**src/rtl/rom_dl_pkg.sv**
```systemverilog
// rom_dl_pkg: shared state/region types and the byte counter width for the ROM download sequencer.
package rom_dl_pkg;

    localparam int BC_W = 17;

    typedef enum logic [2:0] {WAIT, LOAD, CHECK, HOLD, RUN} dl_state_t;
    typedef enum logic [1:0] {CPU, GFX, PROM, NONE} region_t;

endpackage

```
**src/rtl/rom_region_decode.sv**
```systemverilog
// rom_region_decode: maps a flat download address to its ROM region and the offset within it.
module rom_region_decode
    import rom_dl_pkg::*;
(
    input  logic [15:0]     addr,
    input  logic [BC_W-1:0] cpu_size,
    input  logic [BC_W-1:0] gfx_size,
    input  logic [BC_W-1:0] prom_size,
    output region_t         region,
    output logic [13:0]     offset
);

    logic [BC_W-1:0] a;
    logic [BC_W-1:0] prom_base;
    logic [BC_W-1:0] total;
    logic [BC_W-1:0] base;

    assign a         = BC_W'(addr);
    assign prom_base = cpu_size + gfx_size;
    assign total     = prom_base + prom_size;
    assign region    = a < cpu_size ? CPU : a < prom_base ? GFX : a < total ? PROM : NONE;
    assign base      = region == GFX ? cpu_size : region == PROM ? prom_base : '0;
    assign offset    = 14'(a - base);

endmodule

```
**src/rtl/rom_dl_ctrl.sv**
```systemverilog
// rom_dl_ctrl: ioctl ROM download sequencer with region decode, image validation and core reset hold-off.
// Define ROM_DL_CHECKSUM_EN to also require an additive image checksum equal to EXP_SUM.
module rom_dl_ctrl
    import rom_dl_pkg::*;
#(
    parameter int         CPU_SIZE    = 16384,
    parameter int         GFX_SIZE    = 8192,
    parameter int         PROM_SIZE   = 1024,
    parameter int         HOLD_CYCLES = 64,
    parameter logic [7:0] EXP_SUM     = 8'h00
) (
    input  logic            CLK,
    input  logic            RESET,
    input  logic            dl_active,
    input  logic            dl_wr,
    input  logic [15:0]     dl_addr,
    input  logic [7:0]      dl_data,
    output logic            cpu_we,
    output logic            gfx_we,
    output logic            prom_we,
    output logic [13:0]     wr_addr,
    output logic [7:0]      wr_data,
    output logic            core_reset,
    output logic            dl_done,
    output logic            dl_error,
    output logic [BC_W-1:0] byte_count
);

    localparam logic [BC_W-1:0] TOTAL = BC_W'(CPU_SIZE + GFX_SIZE + PROM_SIZE);

    dl_state_t       state, state_nxt;
    region_t         region;
    logic [13:0]     offset;
    logic            act_q;
    logic            rise, fall, accept, sum_ok;
    logic            ovf, ovf_nxt;
    logic [7:0]      hold_cnt, hold_nxt;
    logic [BC_W-1:0] count_nxt;
    logic [13:0]     waddr_nxt;
    logic [7:0]      wdata_nxt;
    logic            cpu_nxt, gfx_nxt, prom_nxt, crst_nxt, done_nxt, err_nxt;

    rom_region_decode u_decode (
        .addr      (dl_addr),
        .cpu_size  (BC_W'(CPU_SIZE)),
        .gfx_size  (BC_W'(GFX_SIZE)),
        .prom_size (BC_W'(PROM_SIZE)),
        .region    (region),
        .offset    (offset)
    );

    assign rise   = dl_active & ~act_q;
    assign fall   = ~dl_active & act_q;
    assign accept = state == LOAD && dl_wr;

`ifdef ROM_DL_CHECKSUM_EN
    logic [7:0] sum;
    logic       start;
    assign start  = rise && (state == WAIT || state == RUN);
    assign sum_ok = sum == EXP_SUM;
    always_ff @(posedge CLK or posedge RESET)
        if (RESET)
            sum <= '0;
        else if (start)
            sum <= '0;
        else if (accept)
            sum <= sum + dl_data;
`else
    logic unused_exp;
    assign unused_exp = ^EXP_SUM;
    assign sum_ok     = 1'b1;
`endif

    always_comb begin
        state_nxt = state;
        ovf_nxt   = ovf;
        hold_nxt  = hold_cnt;
        count_nxt = byte_count;
        waddr_nxt = wr_addr;
        wdata_nxt = wr_data;
        cpu_nxt   = 1'b0;
        gfx_nxt   = 1'b0;
        prom_nxt  = 1'b0;
        crst_nxt  = core_reset;
        done_nxt  = dl_done;
        err_nxt   = dl_error;
        case (state)
            WAIT, RUN: if (rise) begin
                state_nxt = LOAD;
                ovf_nxt   = 1'b0;
                count_nxt = '0;
                crst_nxt  = 1'b1;
                done_nxt  = 1'b0;
                err_nxt   = 1'b0;
            end
            LOAD: begin
                // a write arriving alongside the dl_active fall still belongs to this image
                if (accept) begin
                    cpu_nxt   = region == CPU;
                    gfx_nxt   = region == GFX;
                    prom_nxt  = region == PROM;
                    waddr_nxt = offset;
                    wdata_nxt = dl_data;
                    ovf_nxt   = ovf | (region == NONE);
                    count_nxt = &byte_count ? byte_count : byte_count + 1'b1;
                end
                if (fall)
                    state_nxt = CHECK;
            end
            CHECK: if (byte_count == TOTAL && !ovf && sum_ok) begin
                state_nxt = HOLD;
                hold_nxt  = 8'(HOLD_CYCLES);
            end else begin
                state_nxt = WAIT;
                err_nxt   = 1'b1;
            end
            HOLD: begin
                hold_nxt = hold_cnt - 8'd1;
                if (hold_cnt == 8'd1) begin
                    state_nxt = RUN;
                    crst_nxt  = 1'b0;
                    done_nxt  = 1'b1;
                end
            end
            default: state_nxt = WAIT;
        endcase
    end

    always_ff @(posedge CLK or posedge RESET)
        if (RESET) begin
            state      <= WAIT;
            act_q      <= 1'b0;
            ovf        <= 1'b0;
            hold_cnt   <= '0;
            byte_count <= '0;
            wr_addr    <= '0;
            wr_data    <= '0;
            cpu_we     <= 1'b0;
            gfx_we     <= 1'b0;
            prom_we    <= 1'b0;
            core_reset <= 1'b1;
            dl_done    <= 1'b0;
            dl_error   <= 1'b0;
        end else begin
            state      <= state_nxt;
            act_q      <= dl_active;
            ovf        <= ovf_nxt;
            hold_cnt   <= hold_nxt;
            byte_count <= count_nxt;
            wr_addr    <= waddr_nxt;
            wr_data    <= wdata_nxt;
            cpu_we     <= cpu_nxt;
            gfx_we     <= gfx_nxt;
            prom_we    <= prom_nxt;
            core_reset <= crst_nxt;
            dl_done    <= done_nxt;
            dl_error   <= err_nxt;
        end

endmodule
```
**config.mk**
```make
export PLATFORM = sky130hd
export DESIGN_NAME = rom_dl_ctrl
export DESIGN_NICKNAME = d
export VERILOG_FILES = /design/src/rtl/rom_dl_pkg.sv /design/src/rtl/rom_region_decode.sv /design/src/rtl/rom_dl_ctrl.sv
export SDC_FILE = /design/constraint.sdc
export NUM_CORES = 1
export LEC_CHECK = 0
export CAP_MARGIN = 20
export CORE_ASPECT_RATIO = 0.5
export CORE_UTILIZATION = 44
export CTS_CLUSTER_SIZE = 28
export DETAILED_ROUTE_END_ITERATION = 7
export PLACE_DENSITY = 0.8
export SLEW_MARGIN = 20
export SYNTH_ARGS = -nofsm -noshare
export SYNTH_HDL_FRONTEND = slang
export SYNTH_SLANG_ARGS = --single-unit
```
**constraint.sdc**
```tcl
create_clock -name CLK -period 2.62 [get_ports CLK]
set_input_delay 0.393 -clock CLK [delete_from_list [all_inputs] [get_ports CLK]]
set_output_delay 0.393 -clock CLK [all_outputs]
set_load 0.005 [all_outputs]
```
Word-level counts from Yosys, hierarchy flattened
Index checks and enable logic that the tools add are counted.
{"block": "classes", "addsub": 3, "n_mul": 0, "reduce_logical": 18, "bitwise_logic": 5, "n_lt_le_gt_ge": 3, "eq_ne": 16, "n_shift": 0, "mux": 32, "div": 0}
{"cell": "$mux 17", "n": 3}
{"cell": "$lt 16x15->1 const B", "n": 3}
{"cell": "$pmux 17 s2", "n": 1}
{"cell": "$mux 14", "n": 2}
{"cell": "$add 17x1->17 const B", "n": 1}
{"cell": "$eq 17x15->1 const B", "n": 1}
{"cell": "$reduce_and 17->1", "n": 1}
{"cell": "$pmux 8 s2", "n": 1}
{"cell": "$ne 2x2->1 const B", "n": 7}
{"cell": "$sub 14x14->14", "n": 1}
{"cell": "$mux 1", "n": 13}
{"cell": "$pmux 3 s4", "n": 1}
{"cell": "$reduce_and 3->1", "n": 4}
{"cell": "$mux 3", "n": 3}
{"cell": "$eq 8x1->1 const B", "n": 1}
{"cell": "$mux 8", "n": 1}
{"cell": "$pmux 1 s2", "n": 4}
{"cell": "$reduce_bool 2->1", "n": 4}
{"cell": "$sub 8x1->8 const B", "n": 1}
{"cell": "$eq 3x2->1 const B", "n": 2}
{"cell": "$mux 2", "n": 3}
{"cell": "$eq 2x2->1 const B", "n": 2}
{"cell": "$reduce_and 2->1", "n": 2}
{"cell": "$reduce_and 4->1", "n": 1}
{"cell": "11 further kinds", "n": 14}
{"block": "totals", "mem_count": 0, "regBits": 58, "output_inout_bits": 45, "latch_bits": 0, "mem_bits_rw": 0, "elab_cells": 90, "inputBits": 28, "mem_bits_ro": 0}

Longest topological paths before layout
Gate-level depths: netlist of the first run.
{"block": "logic_depth", "depth_word": 8, "ltp_mapped": 9, "mapped_depth_nobuf": 8}

By module
From an unflattened synthesis of the first run, not the netlist that was laid out.
{"block": "hier_totals", "hier_cells": 658, "hier_area_um2": 5938.2}
{"module": "rom_region_decode", "seq_area_each_um2": 0.0, "area_per_inst_um2": 3264.4, "n_inst": 1, "cells_each": 416}
{"module": "rom_dl_ctrl", "seq_area_each_um2": 1452.6, "area_per_inst_um2": 2673.8, "n_inst": 1, "cells_each": 242}

Least setup slack after synthesis of the first run
OpenSTA, ideal clock, no wires.
{"block": "synth_path", "path_type": "register -> register", "from": "register byte_count[0]", "to": "register byte_count[14]", "t_required_ps": 2543, "path_stages_with_launch": 10, "setup_slack_ps": 65, "synth_period_minus_slack_ps": 2555, "path_buffers": 1, "setup_ps": 77, "t_arrival_ps": 2477, "cell_sequence": "dfrtp_1 > ha_1 > nand4_1 > nor3_1 > ha_1 > o21a_4 > or4b_1 > buf_2 > or4_1 > a21oi_1"}
{"block": "synth_via", "elab_chain_len": 4, "elab_cells_between_ends": 7, "classes_between": "1 x add/sub; 1 x eq/ne; 3 x mux; 2 x reduce/logical"}
{"element": "start, declared", "line": "rom_dl_ctrl.sv:26", "text": "output logic [BC_W-1:0] byte_count"}
{"element": "start signal, assigned", "line": "rom_dl_ctrl.sv:149", "text": "byte_count <= count_nxt;"}
{"element": "$add 17x1->17", "line": "rom_dl_ctrl.sv:105", "text": "count_nxt = &byte_count ? byte_count : byte_count + 1'b1;"}
{"element": "$mux 17", "line": "rom_dl_ctrl.sv:105"}
{"element": "$mux 17", "line": "rom_dl_ctrl.sv:98", "text": "if (accept) begin"}
{"element": "$pmux 17 s2", "line": "rom_dl_ctrl.sv:87", "text": "case (state)"}
Several ways; a longest one is shown, not always the timed one. The select of a mux whose other input is x is not followed.
A chain may end at the register's enable or synchronous reset.

Final worst setup path of the first run
{"block": "layout_path", "from": "register byte_count[6]", "to": "register byte_count[10]"}
The elaborated chain is that of the path after synthesis.

==> results_dict.tcl, run 1 <==
set metrics [dict create \
    global_route.usage.met3_pct 9.372 \
    power.clock.fraction_pct 26.1 \
    grt.busiest_layer "met2" \
    area_growth_from_synthesis_to_layout_pct 42.67 \
    drc 1 \
    tritoncts.num_buffers 9 \
    hold_path.class "in2async" \
    proportion_of_synthesized_flip_flops_having_asynchronous_set_or_reset_pct 100.0 \
    tritoncts_clock_tree "yes" \
    global_route.usage.total_pct 23.94 \
    report.final.setup_viol 0 \
    1st_pass_router_iterations 6 \
    critical_path_at_ns 2.82 \
    fin_util_pct 65.51 \
    worst_hold_slack_ns 0.4009 \
    place_hpwl_mm 5.176 \
    overflow 0 \
    synth.avg_cell_area_sq_um 9.384 \
    fmax_mhz 390.6 \
    total_detailed_routing_wirelength_mm 7.390 \
    mostFrequentLayoutCells "nand2_1 (89), clkdlybuf4s50_1 (72), dfrtp_1 (57)" \
    edff_count_synth 0 \
    start_util_pct 45.92 \
    max_slew_margin_pct 61.82 \
    grt_util_met1_pct 28.94 \
    fin_worst_skew_ns 0.004966 \
    filler_cell_count 486 \
    leakagePower_uw 0.001782 \
    drt_iter0_drc 188 \
    power_switching_uw 1334 \
    grt_setup_unrepaired "false" \
    place.port_buffers 72 \
    via_count_of_the_routed_design 2664 \
    first_global_vias 2485 \
    cts_htree_levels 3 \
    cts.reportedPaths.clkPinSlew_ns 0.05 \
    layout-drive-gt1-share_pct 12.56 \
    gate_count_after_technology_mapping 300 \
    power.ir.vdd_worst_mv 0.5671 \
    route.detailed.wl_per_inst_um 15.21 \
    die_area_sq_mm 0.006741 \
    worst_ep_required_time_ns 2.88 \
    placementRows 20 \
    clock_tree.buffer_depth 2 \
    fin_tns_setup_ns 0 \
    timing_worst_slew_pin_value_ns 0.5696 \
    worstSetupStartpointType "flip-flop" \
    ioPinCount 73 \
    fin_crit_ns 2.560 \
    gp_congestion 0.8408 \
    grtUsageMet2_pct 39.33 \
    grt_start_max_net_pins 25 \
    cts_setup_buffers 0 \
    violations "design-rule violations" \
    netSwitchingFraction_pct 33.23 \
    internal_power_uw 2682 \
    drv_slew 0 \
    criticalPathCategory "reg2reg" \
    die-height_um 58.56 \
    post_drt_via_cell_ratio 5.481 \
    synth.yosys.seq_area_share_pct 51.60 \
    clock-root-buffer "clkbuf_16" \
    min_period_over_period_pct 97.72 \
    coreArea_sq_mm 0.006131 \
    status "finished with violations" \
    path_max_fanout 8 \
    insertion_delay_ns 0.33 \
    antenna_found_initial 0 \
    finalHoldViolations 0 \
    comb_power_share_pct 37.1 \
    synth_area_sq_mm 0.002815 \
    syn-num-nets 333 \
    final_common_cell "nand2_1" \
    critical_path.endpoint_type "flip-flop" \
    seq_power_share_pct 36.7 \
    synthFlopType "dfrtp_1" \
    ant_nets_after_route 0 \
    count_of_state_elements_after_synthesis 58 \
    netlist-cell-type-count 56 \
    grt_pass1_wl_mm 11.93 \
    nNetsFinal 429 \
    ys.warnings.count 0 \
    pwr_density_cell_mw_per_mm2 1000 \
    chipWidth_um 115.1 \
    cts.sinks 58 \
    antenna-diode-count 0 \
    maxCapViolations 0 \
]
## flip-flops by register name (all words and copies together) (netlist names)
name / flops
byte_count: 17
wr_addr: 14
hold_cnt: 8
wr_data: 8
state: 3
act_q: 1
core_reset: 1
cpu_we: 1
dl_done: 1
dl_error: 1
gfx_we: 1
ovf: 1
prom_we: 1
## timing repair
item                                    in CTS  in global routing
endpoints found under the setup margin       0                  4
resized for setup                            0                  1
hold buffers                                 0                  0
## cells in the mapped netlist (3+ instances only)
master / instances / area (sq um)
a21oi_1: 14 / 70.07
or3_1: 5 / 31.28
nor3_1: 5 / 25.02
inv_1: 12 / 45.04
clkbuf_1: 4 / 15.01
nor4_1: 5 / 31.28
nand3_1: 10 / 50.05
o31ai_1: 6 / 45.04
nand4_1: 7 / 43.79
nor4b_1: 3 / 26.28
o21ai_0: 12 / 60.06
buf_2: 3 / 15.01
nor2_1: 7 / 26.28
dfrtp_1: 57 / 1426
ha_1: 5 / 62.56
nand2_1: 89 / 334.1
or4_1: 5 / 37.54
a21o_1: 3 / 22.52
a211o_1: 3 / 26.28
## final cells by class
type	count	area [sq um]	area share [%]
flip-flops and latches	58	1453	36.17
multi-input cells	220	1255	31.25
repair buffers	95	893.4	22.24
clock buffers	13	260.3	6.480
well taps	88	110.1	2.741
inverters	12	45.04	1.121
## through the flow
| stage | cells | setup slack (ns) | power, uW | area [sq um] |
|---|---|---|---|---|
| 4_1_cts | 485 | 0.003889 | 4024 | 4003 |
| 5_1_grt | 486 | 0.01911 | 4271 | 4016 |
| 3_5_place_dp | 472 | 0.01904 | 2954 | 3742 |
| 6_report | 486 | 0.05967 | 4016 | 4016 |
| 2_1_floorplan | 300 | 0.06525 | 2191 | 2815 |
| 3_3_place_gp | 472 | 0.09180 | 2881 | 3742 |
## cells by family (layout without fill, tap and decap cells)
kind of cell / after synthesis / count (layout) / share of synthesized area [%]
and+or+nand+nor: 155 / 156 / 26.89
DFF: 58 / 58 / 51.60
AOI/OAI and AO/OA: 54 / 54 / 13.33
xor gates and xnor gates: 3 / 3 / 0.9335
buffers and inverters: 23 / 120 / 4.311
adders and majority gates: 5 / 5 / 2.222
muxes: 2 / 2 / 0.7111
## worst max-delay path, cell delays in order, from the launching register on
cell      delay [ns]
dfrtp_1         0.42
and4_4          0.24
nand2_1         0.11
nor3_1          0.08
ha_1            0.19
o21a_4          0.24
a2111o_1        0.50
or4_1           0.54
a21oi_1         0.16
## final timing paths
path / slack, ns / depth (start not counted) / endpoint / from
setup / recovery: 0.06 / 8 / byte_count[10] / byte_count[6]
hold / removal: 0.40 / 2 / wr_addr[4] / RESET
setup reg to reg: 0.06 / 8 / byte_count[10] / byte_count[6]
hold reg to reg: 0.46 / 2 / core_reset / core_reset
max in group asynchronous: 1.54 / 3 / core_reset / RESET
min in group CLK: 0.46 / 2 / core_reset / core_reset
## power groups by stage
| stage | logic [uW] | registers (uW) | clock network [uW] |
|---|---|---|---|
| 6_report | 1490 | 1470 | 1050 |
| 5_1_grt | 1660 | 1510 | 1110 |
| 4_1_cts | 1490 | 1470 | 1060 |
| 3_5_place_dp | 1480 | 1470 | 0 |
| 3_3_place_gp | 1430 | 1450 | 0 |
| 2_1_floorplan | 737 | 1450 | 0 |
## per-layer routing
metal	wire, um	vias to the layer above
li1	-	1248
met1	3101	1288
met2	3527	110
met3	611	18
met4	149	0
met5	0	-
No activity file was read; power rests on OpenSTA's default activity.
==> run 2: changes to the inputs <==
--- a/config.mk
+++ b/config.mk
@@ -6,10 +6,11 @@
 export NUM_CORES = 1
 export LEC_CHECK = 0
 export CAP_MARGIN = 20
-export CORE_ASPECT_RATIO = 0.5
+export CORE_ASPECT_RATIO = 1.25
 export CORE_UTILIZATION = 44
 export CTS_CLUSTER_SIZE = 28
 export DETAILED_ROUTE_END_ITERATION = 7
+export HOLD_SLACK_MARGIN = 0.05
 export PLACE_DENSITY = 0.8
 export SLEW_MARGIN = 20
 export SYNTH_ARGS = -nofsm -noshare
==> constraint.sdc (replaced) <==
create_clock -name CLK -period 2.3 [get_ports CLK]
set_input_delay 0.345 -clock CLK [delete_from_list [all_inputs] [get_ports CLK]]
set_output_delay 0.345 -clock CLK [all_outputs]
set_load 0.005 [all_outputs]
==> run 2 against run 1 <==
  * The flow finishes with violations (negative setup slack)
  * Total power increased by 14%
  * Combinational power increased by 26%
  * Clock power is essentially flat
  * Fmax grew 6.4%
  * Final cell count grew 5.6%
  * Hold slack worse by 0.032 ns
  * Largest power group unchanged
==> results_dict.tcl, run 2 (same netlist as run 1, synthesis figures left out) <==
set metrics [dict create \
    registers.top_by_ff_count "byte_count" \
    worst_ep_required_time_ns 2.57 \
    met1_length_mm 3.258 \
    cts.reportedPaths.clkPinSlew_ns 0.07 \
    power.ir.vdd_worst_mv 0.6437 \
    grt_start_max_net_pins 28 \
    dr.max_layer_used "met4" \
    cts.sinks 58 \
    die_area_sq_mm 0.006724 \
    met3RoutedLength_um 550 \
    ioPinCount 73 \
    status "finished with violations" \
    cpMostUsedCell "ha_2" \
    critical_path_at_ns 2.68 \
    gp_congestion 0.7831 \
    design_power_total_uw 4565 \
    reg_top3 "byte_count x17, wr_addr x14" \
    cts_htree_levels 3 \
    placementRows 32 \
    1st_pass_router_iterations 4 \
    wl_met2_mm 3.713 \
    leakagePower_uw 0.001923 \
    final_design_area_no_fill_sq_mm 0.004268 \
    start_util_pct 45.66 \
    fin_worst_skew_ns 0.003769 \
    grt_pass1_wl_mm 12.41 \
    tritoncts.num_buffers 9 \
    post_drt_via_cell_ratio 5.257 \
    drv_slew 0 \
    final_common_cell "nand2_1" \
    worstPathCellList "ha_2, nand4_1, nor3_2, ha_2, o21a_4, buf_6, a2111o_1, or4_4, a21oi_2" \
    global_route.usage.total_pct 24.37 \
    critical_path.endpoint_type "flip-flop" \
    slowest_stage "or4_4" \
    layout-drive-gt1-share_pct 22.66 \
    antenna-diode-count 0 \
    worstSetupStartpointType "flip-flop" \
    fmax_mhz 415.5 \
    finalHoldViolations 0 \
    max_stage_delay_ns 0.55 \
    maxCapViolations 0 \
    filler_cell_count 471 \
    violations "negative setup slack" \
    postPlaceCellArea_sq_mm 0.003887 \
    path_max_fanout 3 \
    worst_hold_slack_ns 0.3693 \
    reg2reg_depth 9 \
    drc 0 \
    route.detailed.wl_per_inst_um 14.92 \
    max_slew_margin_pct 62.68 \
    total_detailed_routing_wirelength_mm 7.655 \
    reg2reg_to "byte_count[12]" \
    crit-reg2reg-launch "byte_count[0]" \
    clock-root-buffer "clkbuf_8" \
    place.port_buffers 72 \
    clock_tree.buffer_depth 2 \
    insertion_delay_ns 0.34 \
    die-height_um 91.43 \
    overflow 0 \
    drt_iter0_drc 180 \
    r2r_setup_slack_ns -0.11 \
    mostFrequentLayoutCells "nand2_1 (88), clkdlybuf4s50_1 (72), dfrtp_1 (57)" \
    final_critical_path_setup_slack_ns -0.1068 \
    pwr_density_cell_mw_per_mm2 1070 \
    ant_nets_after_route 0 \
    area_growth_from_synthesis_to_layout_pct 51.60 \
    hold_path.class "in2async" \
    grt_setup_unrepaired "true" \
    place_hpwl_mm 5.180 \
    antenna_found_initial 0 \
    report.final.setup_viol 6 \
    largest_register_ff_count 17 \
    timing_worst_slew_pin_value_ns 0.5590 \
    first_global_vias 2668 \
    fin_tns_setup_ns -0.4354 \
    fin_crit_ns 2.407 \
    tritoncts_clock_tree "yes" \
    chipWidth_um 73.55 \
    min_period_over_period_pct 104.6 \
    coreArea_sq_mm 0.006166 \
    via_count_of_the_routed_design 2697 \
    criticalPathCategory "reg2reg" \
    dp_worst_setup_slack_ns -0.1497 \
    nNetsFinal 456 \
    cts_hold_buf 0 \
]
==> run 2: how the worst max path moves through the flow <==
stage	start	end	slack (ns)	cells past startpoint
global placement	dl_active	byte_count[10]	-0.09	5
detailed placement	byte_count[0]	byte_count[9]	-0.15	9
CTS	byte_count[0]	byte_count[12]	-0.04	9
finish	byte_count[0]	byte_count[12]	-0.11	9
global route	byte_count[0]	byte_count[12]	-0.18	9
floorplan	byte_count[0]	byte_count[15]	-0.17	9
==> run 2: cell type report <==
cell class,count,area (sq um),share of cell area (%)
clock buffers,11,141.4,3.313
clock inverters,5,77.57,1.818
inverters,12,45.04,1.055
multi-input cells,219,1318,30.87
flip-flops and latches,58,1453,34.04
well taps,85,106.4,2.492
repair buffers,123,1127,26.41
==> run 2: metrics by stage <==
stage | std cells | utilization, %
after floorplan | 300 | -
after global placement | 486 | 63.05
after detailed placement | 486 | 63.05
after CTS | 511 | 68.16
after global routing | 513 | 69.22
final | 513 | 69.22
==> run 2: timing repair <==
item / in CTS / in global routing
pin swaps: 5 / 9
endpoints found under the setup margin: 9 / 15
buffers inserted: 9 / 2
resized for setup: 7 / 14
==> run 2: worst max-delay path, delay by kind of cell (launching register included) <==
family | cells | cell delay, ns
buffers and inverters | 1 | 0.11
AOI/OAI and AO/OA | 3 | 0.72
and+or+nand+nor | 3 | 0.75
DFF | 1 | 0.40
adders and majority gates | 2 | 0.36
==> run 2: power by group <==
group	internal [uW]	switching (uW)	leakage, uW	total [uW]
sequential	1380	258	0.000748	1640
clock	636	426	0.000109	1060
combinational	1000	864	0.00107	1870
total	3020	1550	0.00192	4560
==> run 2: routing by layer <==
metal,up-vias,global-route usage [%]
met4,0,8.974
met2,100,39.07
met1,1288,30.09
met3,11,8.102
met5,-,0
li1,1298,-
